<file path="config.mk">
export PLATFORM = sky130hd
export DESIGN_NAME = xbar_switch_alloc
export DESIGN_NICKNAME = d
export VERILOG_FILES = /design/src/rtl/noc_pkg.sv /design/src/rtl/rr_arb5.sv /design/src/rtl/xbar_switch_alloc.sv
export SDC_FILE = /design/constraint.sdc
export NUM_CORES = 1
export LEC_CHECK = 0
export ABC_AREA = 1
export BUFFER_PORTS_ARGS = -buffer_cell sky130_fd_sc_hd__buf_2
export CAP_MARGIN = 20
export CORE_MARGIN = 3
export CORE_UTILIZATION = 40
export CTS_BUF_LIST = sky130_fd_sc_hd__clkbuf_8
export DETAILED_ROUTE_END_ITERATION = 7
export GPL_TIMING_DRIVEN = 0
export HOLD_SLACK_MARGIN = 0.12
export SYNTH_ARGS = -nofsm -noshare
export SYNTH_HDL_FRONTEND = slang
export SYNTH_SLANG_ARGS = --single-unit
</file>
<file path="constraint.sdc">
create_clock -name clk -period 4.6 [get_ports clk]
set_clock_uncertainty 0.15 [all_clocks]
set_input_delay 0.46 -clock clk [delete_from_list [all_inputs] [get_ports clk]]
set_output_delay 0.46 -clock clk [all_outputs]
set_load 0.01 [all_outputs]
</file>
<file path="src/rtl/noc_pkg.sv">
// Shared router definitions: port count, target codes, the credit-count type and target checking.
package noc_pkg;

    localparam int NPORT     = 5;
    localparam int TW        = 3;
    localparam int BUF_DEPTH = 4;
    localparam int CW        = 3;

    localparam logic [TW-1:0] TARG_N1 = 3'd1;
    localparam logic [TW-1:0] TARG_N2 = 3'd2;
    localparam logic [TW-1:0] TARG_N3 = 3'd3;
    localparam logic [TW-1:0] TARG_N4 = 3'd4;
    localparam logic [TW-1:0] TARG_N5 = 3'd5;

    typedef logic [CW-1:0] credit_t;
    typedef logic [2:0]    port_idx_t;

    function automatic logic is_valid_targ(input logic [TW-1:0] targ);
        return (targ >= TARG_N1) && (targ <= TARG_N5);
    endfunction

endpackage

</file>
<file path="src/rtl/rr_arb5.sv">
// Five-request round-robin arbiter: the first asserted request at or after ptr (wrapping) wins.
module rr_arb5
    import noc_pkg::*;
(
    input  logic [NPORT-1:0] req,
    input  port_idx_t        ptr,
    output logic [NPORT-1:0] gnt
);

    logic      found;
    int        idx;
    port_idx_t sel;

    always_comb begin
        gnt   = '0;
        found = 1'b0;
        idx   = 0;
        sel   = '0;
        for (int k = 0; k < NPORT; k++) begin
            idx = int'(ptr) + k;
            if (idx >= NPORT) idx = idx - NPORT;
            sel = port_idx_t'(idx);
            if (!found && req[sel]) begin
                gnt[sel] = 1'b1;
                found    = 1'b1;
            end
        end
    end

endmodule

</file>
<file path="src/rtl/xbar_switch_alloc.sv">
// Wormhole switch allocator for the 5x5 crossbar with per-output round-robin arbitration.
// Define XSA_CREDIT_EN to replace out_ready with per-output credit counters fed by credit_ret.
module xbar_switch_alloc
    import noc_pkg::*;
(
    input  logic                clk,
    input  logic                rst,
    input  logic [NPORT-1:0]    req_v,
    input  logic [NPORT*TW-1:0] req_targ,
    input  logic [NPORT-1:0]    req_tail,
`ifdef XSA_CREDIT_EN
    input  logic [NPORT-1:0]    credit_ret,
`else
    input  logic [NPORT-1:0]    out_ready,
`endif
    output logic [NPORT-1:0]    cb_ctrl,
    output logic [NPORT-1:0]    out_busy,
    output logic [NPORT-1:0]    err_targ
);

    logic [NPORT-1:0] can_acc;
    logic [NPORT-1:0] lock_q, lock_d;
    logic [NPORT-1:0] err_q, err_d;
    port_idx_t        owner_q [NPORT];
    port_idx_t        owner_d [NPORT];
    port_idx_t        ptr_q   [NPORT];
    port_idx_t        ptr_d   [NPORT];
    logic [NPORT-1:0] arb_req [NPORT];
    logic [NPORT-1:0] arb_gnt [NPORT];
    logic [NPORT-1:0] gnt_all;

`ifdef XSA_CREDIT_EN
    credit_t cred_q [NPORT];
    credit_t cred_d [NPORT];

    always_comb begin
        for (int j = 0; j < NPORT; j++) can_acc[j] = (cred_q[j] != '0);
    end
`else
    assign can_acc = out_ready;
`endif

    // While an output is locked only its owner may compete, so the arbiter simply passes it through.
    always_comb begin
        for (int j = 0; j < NPORT; j++) begin
            arb_req[j] = '0;
            for (int i = 0; i < NPORT; i++) begin
                if (req_v[i] && (req_targ[i*TW +: TW] == TW'(j + 1)) && can_acc[j] &&
                    (!lock_q[j] || (owner_q[j] == port_idx_t'(i))))
                    arb_req[j][i] = 1'b1;
            end
        end
    end

    for (genvar g = 0; g < NPORT; g++) begin : g_arb
        rr_arb5 u_arb (
            .req (arb_req[g]),
            .ptr (ptr_q[g]),
            .gnt (arb_gnt[g])
        );
    end

    always_comb begin
        gnt_all = '0;
        for (int j = 0; j < NPORT; j++) gnt_all = gnt_all | arb_gnt[j];
    end

    assign cb_ctrl  = rst ? gnt_all : '0;
    assign out_busy = lock_q;
    assign err_targ = err_q;

    always_comb begin
        lock_d  = lock_q;
        owner_d = owner_q;
        ptr_d   = ptr_q;
        for (int i = 0; i < NPORT; i++)
            err_d[i] = req_v[i] && !is_valid_targ(req_targ[i*TW +: TW]);
        for (int j = 0; j < NPORT; j++) begin
            for (int i = 0; i < NPORT; i++) begin
                if (arb_gnt[j][i]) begin
                    if (req_tail[i]) begin
                        lock_d[j] = 1'b0;
                        ptr_d[j]  = (i == NPORT - 1) ? '0 : port_idx_t'(i + 1);
                    end else begin
                        lock_d[j]  = 1'b1;
                        owner_d[j] = port_idx_t'(i);
                    end
                end
            end
        end
    end

`ifdef XSA_CREDIT_EN
    // A grant and a return in the same cycle cancel; returns saturate at the buffer depth.
    always_comb begin
        for (int j = 0; j < NPORT; j++) begin
            cred_d[j] = cred_q[j];
            if ((|arb_gnt[j]) && !credit_ret[j])
                cred_d[j] = cred_q[j] - credit_t'(1);
            else if (!(|arb_gnt[j]) && credit_ret[j] && (cred_q[j] != credit_t'(BUF_DEPTH)))
                cred_d[j] = cred_q[j] + credit_t'(1);
        end
    end

    always_ff @(posedge clk or negedge rst) begin
        if (!rst) begin
            for (int j = 0; j < NPORT; j++) cred_q[j] <= credit_t'(BUF_DEPTH);
        end else begin
            cred_q <= cred_d;
        end
    end
`endif

    always_ff @(posedge clk or negedge rst) begin
        if (!rst) begin
            lock_q <= '0;
            err_q  <= '0;
            for (int j = 0; j < NPORT; j++) begin
                owner_q[j] <= '0;
                ptr_q[j]   <= '0;
            end
        end else begin
            lock_q  <= lock_d;
            err_q   <= err_d;
            owner_q <= owner_d;
            ptr_q   <= ptr_d;
        end
    end

endmodule

</file>
[Word-level counts from Yosys, hierarchy flattened]
Cells that the tools add are included.
Storage, ports and cells
  flip-flop bits (word level): 40
  input port bits: 32
Cells by class
  mux-type cells: 326
  reduce and logical (&&, ||, !) cells: 195
  magnitude comparators: 85
  equal/unequal tests: 45
  bitwise operators: 24
  add/subtract/negate cells: 45
Operator list (number)
  3-bit two-way mux: 125
  1-bit logical AND: 130
  5-bit two-way mux: 26
  1-bit two-way mux: 125
  5-bit bitwise OR: 24
  3-bit by 4-bit < comparator with 1-bit output (second input constant): 25
  3-bit by 1-bit greater-or-equal comparator with 1-bit output (second input constant): 30
  4-bit by 3-bit greater-or-equal comparator with 1-bit output (second input constant): 20
  1-bit binary-select mux with 3-bit select: 25
  1-bit demux with 3-bit select: 25
  3-bit subtractor (second input constant): 25
  3-bit by 2-bit == test with 1-bit output (second input constant): 20
  3-bit == test (second input constant): 15
  3-bit by 2-bit adder with 4-bit output (second input constant): 10
  3-bit by 1-bit == test with 1-bit output (second input constant): 10
  1-bit zero test: 30
  1-bit logical OR: 25
  5-bit nonzero test: 5
  3-bit by 1-bit adder with 4-bit output (second input constant): 5
  3-bit by 3-bit adder with 4-bit output (second input constant): 5
  3-bit greater-or-equal comparator (second input constant): 5
  3-bit less-or-equal comparator (second input constant): 5
  3-bit zero test: 5

[Longest topological paths before layout]
  depth in word-level cells: 29
  depth in mapped cells: 24

[Cells and area by module]
Synthesis repeated with hierarchy kept, for this count alone.
Unflattened totals
  cells, all modules: 1655
  area, all modules: 8997.4 um2
By module, submodules not included
  rr_arb5 (g_arb[0].u_arb ...): times used 4, cells an instance 247, area an instance 1237.4 um2
  xbar_switch_alloc: times used 1, cells an instance 436, area an instance 2832.7 um2
  rr_arb5 (g_arb[4].u_arb): times used 1, cells an instance 231, area an instance 1214.9 um2

[Least setup slack after synthesis]
OpenSTA, ideal clock, no wires.
  path type: register to output
  start: register ptr_q[0] (netlist name)
  end: output cb_ctrl[0]
  path slack: 1070 ps
  buffers on the path: 1
  required time: 3990 ps
  data arrival time: 2920 ps
  stages on the path, launching flop included: 21
  cells stage by stage: dfrtp_1 > buf_6 > inv_2 > ha_1 > inv_1 > fa_1 > o21bai_4 > o21ai_0 > nand2_1 > nor2_1 > nand2_1 > nand2_1 > nor2_4 > nand3_2 > nor2_1 > nor2_1 > nand3_2 > nor3_1 > nand2_1 > nand2_1 > inv_1
Between the ends
  word-level cells in the longest chain between the ends: 19
  elaborated cells between the ends (all ways): 77
Ends and longest elaborated chain
  start, declared: line xbar_switch_alloc.sv:26  | port_idx_t ptr_q [NPORT];
  start signal, assigned: line xbar_switch_alloc.sv:126  | ptr_q <= ptr_d;
  parallel branches: the longest is 16 deep, another holds 3-bit by 1-bit adder with 4-bit output
  5-bit two-way mux *: line rr_arb5.sv:23  | if (!found && req[sel]) begin
  5-bit bitwise OR *: line xbar_switch_alloc.sv:65  | for (int j = 0; j < NPORT; j++) gnt_all = gnt_all | arb_gnt[j];
  5-bit two-way mux *: line xbar_switch_alloc.sv:68  | assign cb_ctrl = rst ? gnt_all : '0;
  end, declared: line xbar_switch_alloc.sv:16  | output logic [NPORT-1:0] cb_ctrl,
Mark *: on every way between the ends. The select of a mux whose other input is x is not followed.

[Worst setup path after layout]
  start: register ptr_q[12] (netlist name)
  end: output cb_ctrl[1]
Between the ends
  word-level cells in the longest chain between the ends: 22
  elaborated cells between the ends (all ways): 80
Ends and longest elaborated chain (line)
  parallel branches: the longest is 16 deep, another holds 3-bit by 1-bit adder with 4-bit output
  5-bit two-way mux *: rr_arb5.sv:23
  5-bit bitwise OR * (4 in a row): xbar_switch_alloc.sv:65
  5-bit two-way mux *: xbar_switch_alloc.sv:68
Marks and branches as above.

==> flow_summary.json <==
{
  "cts-buffers-inserted": 5,
  "clock-root-buffer": "clkbuf_8",
  "rows": 53,
  "timing.rr.start": "ptr_q[0]",
  "start_util_pct": 40.97,
  "via_per_inst": 5.305,
  "cp.required_ps": 3990,
  "post-route-drc-count": 0,
  "yosysMostFrequentCell": "nand2_1",
  "crit_type": "reg -> out",
  "syn-num-nets": 1697,
  "crit_chain": "buf_6 > inv_4 > ha_1 > inv_1 > fa_1 > o21bai_2 > nand2_1 > nand2_1 > nor2_2 > nand2_1 > o21ai_1 > nor2_2 > nand3_2 > nor2_1 > nor2_1 > nand3_2 > nor3_4 > nand2_1 > o21ai_2 > inv_1 > buf_2",
  "htree_levels": 2,
  "fin_area_um2": 9704,
  "cap_viol_max_count": 0,
  "grt_first_pass_wirelength_mm": 45.59,
  "crit_arrival_ps": 3760,
  "crit_path_end": "cb_ctrl[1]",
  "final_nets": 1769,
  "clock_path_buffers": 2,
  "syn-instance-count": 1619,
  "critPathMaxStageDelay_ps": 460,
  "yosys_warnings": 0,
  "crit_fanout": 10,
  "coreArea_um2": 21150,
  "grt_usage_pct": 22.84,
  "cts_sinks": 40,
  "yosys.area.top_type": "nand2_1",
  "wire_per_inst_um": 14.14,
  "period_needed_ps": 4369,
  "synth_area_per_cell_um2": 5.353,
  "synth_seq_cells": 40,
  "ys_async_sr_fraction_pct": 100.0,
  "drtPass1Iterations": 6,
  "dieArea_um2": 23470,
  "ant_nets": 0,
  "endpoint_kind": "output pin",
  "r2r-end": "out_busy[4]",
  "max_slew_margin_pct": 55.46,
  "dp_hpwl_mm": 22.13,
  "grt_max_degree": 46,
  "setup_viol": 0,
  "synth_top_area_share_pct": 25.04,
  "worstSkewPairLatency_ps": 300,
  "place_area_um2": 9235,
  "crit_start": "ptr_q[12]",
  "fp.dieW_um": 153.2,
  "critical-path-slowest-cell": "dfrtp_2",
  "diodes": 0,
  "crit_family": "simple AND/OR/NAND/NOR gates",
  "ys_top_cells_by_area": "nand2_1 25%, nand3_1 13%, dfrtp_1 12%, nor2_1 8.5%, inv_1 8.0%",
  "wl_mm": 27.81,
  "max_clock_freq_mhz": 228.9,
  "path_buf_inv": 5,
  "status": "finished, final reports clean",
  "fp.dieH_um": 153.2,
  "ff2ff_setup_slack_ps": 1030,
  "ys.flop_type": "dfrtp_1",
  "cts_tree": "done",
  "grt_overflow_total": 0,
  "portBuffers": 45,
  "finalHoldViolations": 0,
  "path_depth": 21,
  "path_common_cell": "nand2_1",
  "synth_common_cells": "578 x nand2_1, 218 x nand3_1, 196 x nor2_1",
  "boundaryPins": 47,
  "slew_violations": 0,
  "grt_pass1_vias": 9429,
  "ys_seq_area_share_pct": 11.55,
  "tightest_slew_ps": 665.7,
  "layout_worst_path_cycle_share_pct": 94.97,
  "grt_antenna_before_repair": 1,
  "hold_ws_ps": 266.8,
  "layout-drive-gt1-share_pct": 13.12,
  "clkTransAtPathRegs_ps": 90,
  "min_path_type": "in -> reg",
  "vias": 10434,
  "area_growth_pct": 11.98,
  "synth_edf_count": 0,
  "synthesis.area_um2": 8666,
  "startpoint_type": "register",
  "drt_iter0_drc": 545,
  "ys_types": 47,
  "place_congestion": 0.9110,
  "r2r_cells": 25
}
==> tightest hold or removal path, delay by kind of cell <==
family / cells / cell delay [ps]
buffers and inverters: 1 / 100
AND/OR/NAND/NOR: 1 / 70
AO/OA/AOI/OAI: 1 / 40
==> metrics by stage <==
stage	setup slack, ps	instances	util, %	TNS [ps]
after floorplan	1070	1619	-	0
after CTS	1.604	1947	44.22	0
after detailed placement	213.5	1939	43.66	0
final	231.3	1967	45.87	0
after global placement	241.6	1939	43.66	0
after global routing	-15.41	1967	45.87	-24.86
==> kinds of logic after synthesis <==
family | Yosys count | share of synthesized area, %
buf+inv | 218 | 9.890
fa+ha+maj | 46 | 7.075
compound gates | 132 | 8.995
flops | 40 | 11.55
xor+xnor | 20 | 2.368
simple gates | 1163 | 60.12
==> per-layer routing <==
layer / global-route usage [%] / up-vias / part of all wire (%)
met3: 1.614 / 34 / 5.6
met4: 4.922 / 2 / 1.8
met1: 32.47 / 4703 / 47
met2: 38.10 / 302 / 46
li1: - / 5393 / -
met5: 0 / - / 0.032
==> how the worst min path moves through the flow <==
stage,start,end,slack (ps),cells past startpoint
after floorplan,rst,err_targ[0],10,0
after global placement,owner_q[14],owner_q[14],410,2
after detailed placement,owner_q[2],owner_q[2],420,2
after CTS,rst,owner_q[4],220,1
after global routing,req_v[3],err_targ[3],270,3
final,req_targ[11],err_targ[3],270,3
==> state kept, by name, indices dropped and copies added (netlist names) <==
register / flops
err_targ: 5
out_busy: 5
owner_q: 15
ptr_q: 15
==> layout make-up <==
class / instances / area, µm²
Buffer: 9 / 67.56
Clock buffer: 5 / 68.82
Clock inverter: 3 / 42.54
Fill cell: 2314 / 11450
Inverter: 209 / 808.3
Multi-Input combinational cell: 1361 / 6973
Sequential cell: 40 / 1010
Tap cell: 275 / 344.1
Timing Repair Buffer: 65 / 390.4
==> cells in the final DEF, fill, tap and decap left out, types with 9 or more instances in the layout <==
cell type,netlist,final
inv_1,185,184
a21oi_1,41,40
nand4_1,60,60
nand3_1,218,218
dfrtp_1,40,33
buf_4,2,20
o21ai_0,49,45
ha_1,41,41
nor3_1,30,26
nor2_2,10,15
inv_2,21,19
nand2_2,26,28
nor2_1,196,190
xor2_1,14,13
buf_2,3,48
o21ai_1,10,9
nand2_1,578,575
nand3_2,23,22
==> timing repair <==
action | CTS | global route
gates resized for setup | 3 | 52
hold buffers | 0 | 1
pin swaps | 0 | 9
setup endpoints to repair | 4 | 5
setup buffers | 0 | 18
endpoints found under the hold margin | 0 | 5
Power is left out: the tool's default activity adds up to more than one toggle a clock period on the data nets, which glitch-free logic cannot reach.
